===== src/rtl/button_debouncer.sv =====
// Multi-channel push-button debouncer: two-flop synchronizer plus a four-state
// stability FSM per channel, producing a clean level and a one-cycle press strobe.
module button_debouncer #(
    parameter int N_BUTTONS       = 3,
    parameter int DEBOUNCE_CYCLES = 1000000,
    parameter int CNT_WIDTH       = $clog2(DEBOUNCE_CYCLES)
) (
    input  logic                 CLK,
    input  logic                 RESET,
    input  logic [N_BUTTONS-1:0] BUTTONS_RAW,
    output logic [N_BUTTONS-1:0] BUTTONS_LEVEL,
    output logic [N_BUTTONS-1:0] BUTTONS_PULSE
);

    typedef enum logic [1:0] {
        RELEASED     = 2'd0,
        PRESS_WAIT   = 2'd1,
        PRESSED      = 2'd2,
        RELEASE_WAIT = 2'd3
    } state_t;

    localparam logic [CNT_WIDTH-1:0] CNT_LAST = CNT_WIDTH'(DEBOUNCE_CYCLES - 1);
    localparam logic [CNT_WIDTH-1:0] CNT_ONE  = CNT_WIDTH'(1);

    generate
        for (genvar gi = 0; gi < N_BUTTONS; gi++) begin : g_chan
            logic                 r_s1;
            logic                 r_s2;
            state_t               r_state;
            state_t               w_state_next;
            logic [CNT_WIDTH-1:0] r_cnt;
            logic [CNT_WIDTH-1:0] w_cnt_next;
            logic                 r_level;
            logic                 r_pulse;
            logic                 w_level_next;
            logic                 w_pulse_next;

            always_ff @(posedge CLK) begin
                if (RESET) begin
                    r_s1 <= 1'b0;
                    r_s2 <= 1'b0;
                end else begin
                    r_s1 <= BUTTONS_RAW[gi];
                    r_s2 <= r_s1;
                end
            end

            // Counter only advances while waiting; every wait entry clears it.
            always_comb begin
                w_state_next = r_state;
                w_cnt_next   = r_cnt;
                case (r_state)
                    RELEASED: begin
                        if (r_s2) begin
                            w_state_next = PRESS_WAIT;
                            w_cnt_next   = '0;
                        end
                    end
                    PRESS_WAIT: begin
                        if (!r_s2) begin
                            w_state_next = RELEASED;
                            w_cnt_next   = '0;
                        end else if (r_cnt == CNT_LAST) begin
                            w_state_next = PRESSED;
                        end else begin
                            w_cnt_next = r_cnt + CNT_ONE;
                        end
                    end
                    PRESSED: begin
                        if (!r_s2) begin
                            w_state_next = RELEASE_WAIT;
                            w_cnt_next   = '0;
                        end
                    end
                    RELEASE_WAIT: begin
                        if (r_s2) begin
                            w_state_next = PRESSED;
                            w_cnt_next   = '0;
                        end else if (r_cnt == CNT_LAST) begin
                            w_state_next = RELEASED;
                        end else begin
                            w_cnt_next = r_cnt + CNT_ONE;
                        end
                    end
                    default: begin
                        w_state_next = RELEASED;
                        w_cnt_next   = '0;
                    end
                endcase
            end

            // Outputs are registered from the next state so they line up with it.
            always_comb begin
                w_level_next = (w_state_next == PRESSED) || (w_state_next == RELEASE_WAIT);
                w_pulse_next = (r_state == PRESS_WAIT) && (w_state_next == PRESSED);
            end

            always_ff @(posedge CLK) begin
                if (RESET) begin
                    r_state <= RELEASED;
                    r_cnt   <= '0;
                    r_level <= 1'b0;
                    r_pulse <= 1'b0;
                end else begin
                    r_state <= w_state_next;
                    r_cnt   <= w_cnt_next;
                    r_level <= w_level_next;
                    r_pulse <= w_pulse_next;
                end
            end

            assign BUTTONS_LEVEL[gi] = r_level;
            assign BUTTONS_PULSE[gi] = r_pulse;
        end
    endgenerate

endmodule


===== config.mk =====
export PLATFORM = sky130hd
export DESIGN_NAME = button_debouncer
export DESIGN_NICKNAME = d
export VERILOG_FILES = /design/src/rtl/button_debouncer.sv
export SDC_FILE = /design/constraint.sdc
export NUM_CORES = 1
export LEC_CHECK = 0
export BUFFER_PORTS_ARGS = -buffer_cell sky130_fd_sc_hd__buf_2
export CAP_MARGIN = 20
export CORE_ASPECT_RATIO = 2
export CORE_MARGIN = 4
export CORE_UTILIZATION = 40
export CTS_CLUSTER_DIAMETER = 80
export CTS_CLUSTER_SIZE = 16
export DETAILED_ROUTE_END_ITERATION = 8
export MAX_ROUTING_LAYER = met4
export REMOVE_ABC_BUFFERS = 1
export SLEW_MARGIN = 20
export SYNTH_ARGS = -nofsm -noshare
export SYNTH_HDL_FRONTEND = slang
export SYNTH_SLANG_ARGS = --single-unit

===== constraint.sdc =====
create_clock -name CLK -period 2.7 [get_ports CLK]
set_input_delay 0.54 -clock CLK [delete_from_list [all_inputs] [get_ports CLK]]
set_output_delay 0.54 -clock CLK [all_outputs]
set_load 0.03 [all_outputs]

==> results of run 1 <==
## cells by family after synthesis
kind of cell             synth area share, %
adder cells (fa/ha/maj)                 1.00
AND/OR/NAND/NOR                         31.3
buffers and inverters                   3.81
flip-flops                              41.2
multiplexers                            1.07
AO/OA/AOI/OAI                           13.0
XOR/XNOR                                8.66
## layout by cell type, fill, tap and decap left out, types with 6 or more instances in the layout
cell	Yosys	routed
nand3_1	27	27
o21ai_0	17	17
and3_1	13	13
nand2_1	33	33
nor3_1	12	12
nor2b_1	7	7
a21oi_1	19	19
buf_2	0	10
dfxtp_1	77	77
clkbuf_16	0	9
nand4_1	20	20
a31oi_1	10	10
buf_4	6	6
nor2_1	60	60
xor2_1	25	25
xnor2_1	12	12
## worst max path at each step
stage	startpoint	to	slack, ns	depth (start not counted)
final	g_chan[2].r_cnt[6]	g_chan[2].r_level	0.61	5
after global routing	g_chan[2].r_cnt[6]	g_chan[2].r_level	0.45	5
after CTS	g_chan[2].r_cnt[6]	g_chan[2].r_level	0.58	5
after detailed placement	g_chan[2].r_cnt[6]	g_chan[2].r_level	0.59	5
after global placement	g_chan[2].r_cnt[6]	g_chan[2].r_state[1]	0.67	5
after floorplan	g_chan[2].r_cnt[6]	g_chan[2].r_cnt[13]	0.73	5
## registers in the layout, summed over array words and instances, names as in the netlist
register	count
g_chan.r_s2	3
g_chan.r_level	2
g_chan.r_s1	3
g_chan.r_state	6
g_chan.r_pulse	3
g_chan.r_cnt	60
## metal layers
layer  track usage (%)  part of all wire [%]  up-vias
li1                  -                     -     1594
met1              16.0                    40     1553
met2              31.6                    56       36
met3              3.41                   2.1       12
met4              7.45                   1.6        0
met5                 -                     0        -
## worst register-to-register path: stages (launching register included)
cell,delay (ns)
dfxtp_1,0.35
or4_4,0.55
nor4_2,0.53
nand3_1,0.23
mux2i_1,0.26
nor2_1,0.06
## per-stage QoR
stage	utilization [%]	hold WS (ns)	std cells	setup slack (ns)	instance area [µm²]
3_5_place_dp	42.3	0.448	537	0.591	3840
4_1_cts	45.5	0.407	551	0.578	4130
3_3_place_gp	42.3	0.423	537	0.669	3840
5_1_grt	45.5	0.411	551	0.452	4130
6_report	45.5	0.415	551	0.611	4130
2_1_floorplan	-	0.414	419	0.729	3620
## cell type report
class / count / area (µm²) / area share [%]
Sequential cell: 77 / 1540 / 37.3
Multi-Input combinational cell: 337 / 2060 / 49.8
Clock buffer: 10 / 239 / 5.78
Tap cell: 102 / 128 / 3.09
Timing Repair Buffer: 16 / 95.1 / 2.30
Inverter: 5 / 18.8 / 0.454
Clock inverter: 4 / 50.0 / 1.21
## report_power, final
group	internal (W)	switching [W]	total, W	leakage [nW]
logic	0.0000181	0.0000381	0.0000562	0.740
registers	0.00114	0.00000885	0.00115	0.622
clock network	0.000728	0.000447	0.00118	0.136
total	0.00189	0.000494	0.00238	1.50
==> metrics.yaml, run 1 <==
status: "finished clean"
holdPathEnd: "g_chan[0].r_s1"
start_kind: "flip-flop"
path_max_fanout: 5
slowest_delay_ns: 0.55
syn_avg_cell_area_um2: 8.51
grt-ovfl-total: 0
cp_slowest_cell: "or4_4"
crit_buf_inv: 0
cts_resized: 0
die_w_um: 76.4
ir_drop_uv: 289
rsz0062_at_grt: "false"
wire_per_inst_um: 15.2
synth_top_area_cell: "dfxtp_1"
path_class: "flip-flop to flip-flop"
place.gp.congestion: 0.821
hold_start: "BUTTONS_RAW[0]"
pwr_density_cell_nw_per_um2: 577
yosysMostFrequentCell: "dfxtp_1"
root_buffer: "clkbuf_16"
die_y_um: 145
ys_ff_latch: 77
final_nets: 454
first_iter_violations: 154
die_area_um2: 11100
min_path_cells: 2
place_hpwl_um: 6070
finalCriticalPeriod_ns: 2.09
track_usage_pct: 16.6
post-cts-setup-buffer-count: 0
worst_pin_slew_ns: 0.632
fin_skew_ns: 0.00497
worstPathArrival_ns: 2.31
start_util_pct: 41.3
netlist.area_leader.share_pct: 41.2
fill_cells: 928
num_vias: 3195
max_cap_violations: 0
ys_async_sr_fraction_pct: 0
min_path_type: "input pin to flip-flop"
cp.required_ns: 2.92
ys_top_cells_by_area: "dfxtp_1, nor2_1, xor2_1, nand3_1, nand4_1"
wl_um: 8360
critical-path-top-delay-family: "simple AND/OR/NAND/NOR gates"
synth_edf_count: 0
postRouteAntennaNets: 0
drt_pass1_iterations: 4
drc: 0
antenna_found_initial: 0
yosysUniqueCellTypes: 55
setup_viol: 0
crit_path_end_kind: "flip-flop"
clkSinkCount: 77
worstSkewPairLatency_ns: 0.33
finalCritPeriodShare_pct: 77.4
synthCells: 440
ys_seq_area_share_pct: 41.2
path_cells: "or4_4 -> nor4_2 -> nand3_1 -> mux2i_1 -> nor2_1"
ys.flop_type: "dfxtp_1"
clk_pin_slew_worst_paths_ns: 0.06
synth_common_cells: "dfxtp_1, nor2_1, nand2_1"
fmax_ghz: 0.479
cts_max_path_buffers: 2
final_hold_viol_count: 0
grt_pass1_vias: 3172
cts_tree: "built"
syn_area_um2: 3740
ff2ff_path_depth: 5
cts_buffers: 9
cts_max_level: 3
ios: 11
slew_viol_final: 0
r2r_start: "g_chan[2].r_cnt[6]"
p_leak_nw: 1.50
diodes: 0
totalNegativeSetupSlack_ns: 0
io_buffer_count: 10
grt_max_degree: 27
layout-drive-gt1-share_pct: 9.35
vias_per_cell: 5.80
ys.warnings.count: 0
power_w: 0.00238
row_count: 49
area_growth_pct: 10.4
core-area_um2: 9070
ff2ff_setup_slack_ns: 0.61
hold_buffers: 0
r2r_end: "g_chan[2].r_level"
grt_pass1_wl_um: 14300
slew_headroom_pct: 57.8
(Power assumes the default switching activity.)
==> run 2, diff against run 1 <==
- ABC_AREA: unset -> 1
- clock period: 2.7 -> 2.1 ns (I/O delays scaled with it)
==> run 2 against run 1 <==
Synthesized area up 18%. Worst setup slack worse by 0.27 ns. Wire length up 39%. Sequential power up 29%. Global-route usage up 3.7 points. Flip-flop and latch count unchanged. Power up 33%. Clock skew up 0.0035 ns. Non-clock buffer count up 2. First-iteration DRC count up 77%. Die area up 16%. Final area up 18%. Highest routed layer unchanged.
==> metrics.yaml, run 2 <==
status: "finished clean"
final_common_cell: "nand2_1"
fin_util_pct: 45.0  # -0.55 points
syn_area_um2: 4410  # +18%
max_cap_violations: 0  # unchanged
synth_fa_ha_area_share_pct: 0.851  # -0.15 points
fmax_ghz: 0.569  # +19%
final_hold_viol_count: 0  # unchanged
r2r_start: "g_chan[1].r_cnt[0]"
power_w: 0.00317  # +33%
ys_seq_area_share_pct: 35.0  # -6.2 points
wl_um: 11600  # +39%
syn_avg_cell_area_um2: 6.38  # -25%
ir_drop_uv: 411  # +43%
totalNegativeSetupSlack_ns: 0  # unchanged
timing.final.ws_setup_ns: 0.342  # -0.269 ns
drc: 0  # unchanged
io_buffer_count: 10  # unchanged
diodes: 0  # unchanged
die_area_um2: 12900  # +16%
holdPathEnd: "g_chan[2].r_s1"
root_buffer: "clkbuf_16"
path_max_fanout: 10  # +5
largest_reg_flops: 60  # unchanged
synth_top_family_by_area: "simple AND/OR/NAND/NOR gates"
clk_pin_slew_worst_paths_ns: 0.06  # about the same
ys_async_sr_fraction_pct: 0  # unchanged
finalCritPeriodShare_pct: 83.7  # +6.4 points
start_kind: "flip-flop"
grt_max_degree: 23  # -15%
cts_max_level: 3  # unchanged
worstPathArrival_ns: 1.98  # -0.33 ns
grt_pass1_vias: 4352  # +37%
cts_tree: "built"
post-cts-setup-buffer-count: 0  # unchanged
clkSinkCount: 77  # unchanged
min_path_cells: 3  # +1
final_nets: 710  # +56%
p_leak_nw: 1.82  # +22%
finalCriticalPeriod_ns: 1.76  # -0.331 ns
pwr_density_cell_nw_per_um2: 648  # +12%
first_iter_violations: 272  # +77%
num_vias: 4368  # +37%
start_util_pct: 40.5  # -0.72 points
ios: 11  # unchanged
r2r_end: "g_chan[1].r_cnt[0]"
synthCells: 691  # +57%
final_cell_count_no_fill: 847  # +54%
slew_viol_final: 0  # unchanged
cts_buffers: 9  # unchanged
synth_xor_area_share_pct: 2.53  # -6.1 points
drt_pass1_iterations: 5  # +1
cts_max_path_buffers: 2  # unchanged
ys_ff_latch: 77  # unchanged
ys_top_cells_by_area: "dfxtp_1, nand2_1, nor2_1, inv_1, nand3_1"
crit_path_end_kind: "flip-flop"
place.gp.congestion: 0.947  # +15%
place_hpwl_um: 9010  # +49%
die_y_um: 156  # +8.1%
fin_skew_ns: 0.00851  # +0.00355 ns
synth_edf_count: 0  # unchanged
postRouteAntennaNets: 0  # unchanged
ff2ff_path_depth: 7  # +2
ys.warnings.count: 0  # unchanged
netlist.area_leader.share_pct: 35.0  # -6.2 points
synth_mux_area_share_pct: 0  # -1.1 points
antenna_found_initial: 0  # unchanged
track_usage_pct: 20.3  # +3.7 points
hold_start: "BUTTONS_RAW[2]"
ys.flop_type: "dfxtp_1"
yosysUniqueCellTypes: 38  # -31%
die_w_um: 82.2  # +7.6%
hold_buffers: 0  # unchanged
ff2ff_setup_slack_ns: 0.34  # -0.27 ns
reg_top3: "g_chan.r_cnt x60, g_chan.r_state x6"
dp_cells: 831  # +55%
grt-ovfl-total: 0  # unchanged
row_count: 54  # +10%
wire_per_inst_um: 13.7  # -9.6%
synth_top_area_cell: "dfxtp_1"
synth_compound_area_share_pct: 9.22  # -3.7 points
core-area_um2: 10900  # +20%
grt_pass1_wl_um: 19700  # +38%
synth_common_cells: "nand2_1, nor2_1, inv_1"
vias_per_cell: 5.16  # -11%
place_ws_ns: 0.361  # -0.230 ns
cts_resized: 0  # unchanged
area_growth_pct: 11.0
layout-drive-gt1-share_pct: 8.49  # -0.87 points
final_cell_mix: "nand2_1, nor2_1, inv_1"
worst_pin_slew_ns: 0.521  # -0.110 ns
worstSkewPairLatency_ns: 0.34  # about the same
synth_simple_gate_area_share_pct: 42.3  # +11 points
top_register: "g_chan.r_cnt"
slew_headroom_pct: 65.0  # +7.2 points
cp.required_ns: 2.33  # -0.59 ns
path_class: "flip-flop to flip-flop"
min_path_type: "input pin to flip-flop"
rsz0062_at_grt: "false"
yosysMostFrequentCell: "nand2_1"
setup_viol: 0  # unchanged
run 2: cell types whose count changed after synthesis, moves of 13 or more:
cell,change
inv_1,+82
a21oi_1,+17
nand2_1,+143
nand3_1,+36
and3_1,-13
xor2_1,-17
nor2_1,+51
run 2: cell families (layout without fill, tap and decap cells):
logic type               Yosys count  count (layout)
flip-flops                        77              77
AND/OR/NAND/NOR                  418             418
buffers and inverters            109             125
XOR/XNOR                          11              11
adder cells (fa/ha/maj)            3               3
AO/OA/AOI/OAI                     73              73
run 2: per-layer routing:
| metal | routed length [µm] | GRT usage [%] | up-vias |
|---|---|---|---|
| met5 | 0 | - | - |
| met4 | 523 | 11.9 | 0 |
| met3 | 379 | 3.74 | 46 |
| met2 | 6370 | 36.1 | 109 |
| met1 | 4340 | 19.6 | 1973 |
| li1 | - | - | 2240 |
run 2: report_power, final:
| part | internal [W] | switching, W | total, W | leakage [nW] |
|---|---|---|---|---|
| Clock | 0.000955 | 0.000635 | 0.00159 | 0.142 |
| Sequential | 0.00147 | 0.00000872 | 0.00148 | 0.622 |
| Combinational | 0.0000285 | 0.0000749 | 0.000103 | 1.06 |
run 2: worst max path at each step:
stage | start | to
after CTS | g_chan[1].r_cnt[0] | g_chan[1].r_cnt[0]
after global placement | g_chan[1].r_cnt[0] | g_chan[1].r_cnt[0]
final | g_chan[1].r_cnt[0] | g_chan[1].r_cnt[0]
after global routing | g_chan[1].r_cnt[0] | g_chan[1].r_cnt[0]
after detailed placement | g_chan[1].r_cnt[0] | g_chan[1].r_cnt[0]
after floorplan | g_chan[0].r_state[1] | g_chan[0].r_cnt[2]
run 2: cell type report:
class                   count  area, µm²
flip-flops and latches     77       1540
clock buffers              11        243
fillers                  1157       5980
well taps                 140        175
inverters                  91        344
repair buffers             18        110
clock inverters             5       58.8
multi-input cells         505       2420
run 2: worst max-delay path, stage by stage (launching register included):
cell,delay (ns)
dfxtp_1,0.42
ha_1,0.26
nand2_1,0.13
nor3_4,0.26
nand3_4,0.18
nand2_2,0.18
xor2_1,0.15
nor2_1,0.05
run 2: per-stage QoR:
| stage | hold WS, ns | area [µm²] |
|---|---|---|
| after floorplan | 0.388 | 4310 |
| after global placement | 0.400 | 4590 |
| after detailed placement | 0.399 | 4590 |
| after CTS | 0.277 | 4890 |
| after global routing | 0.297 | 4890 |
| final | 0.284 | 4890 |
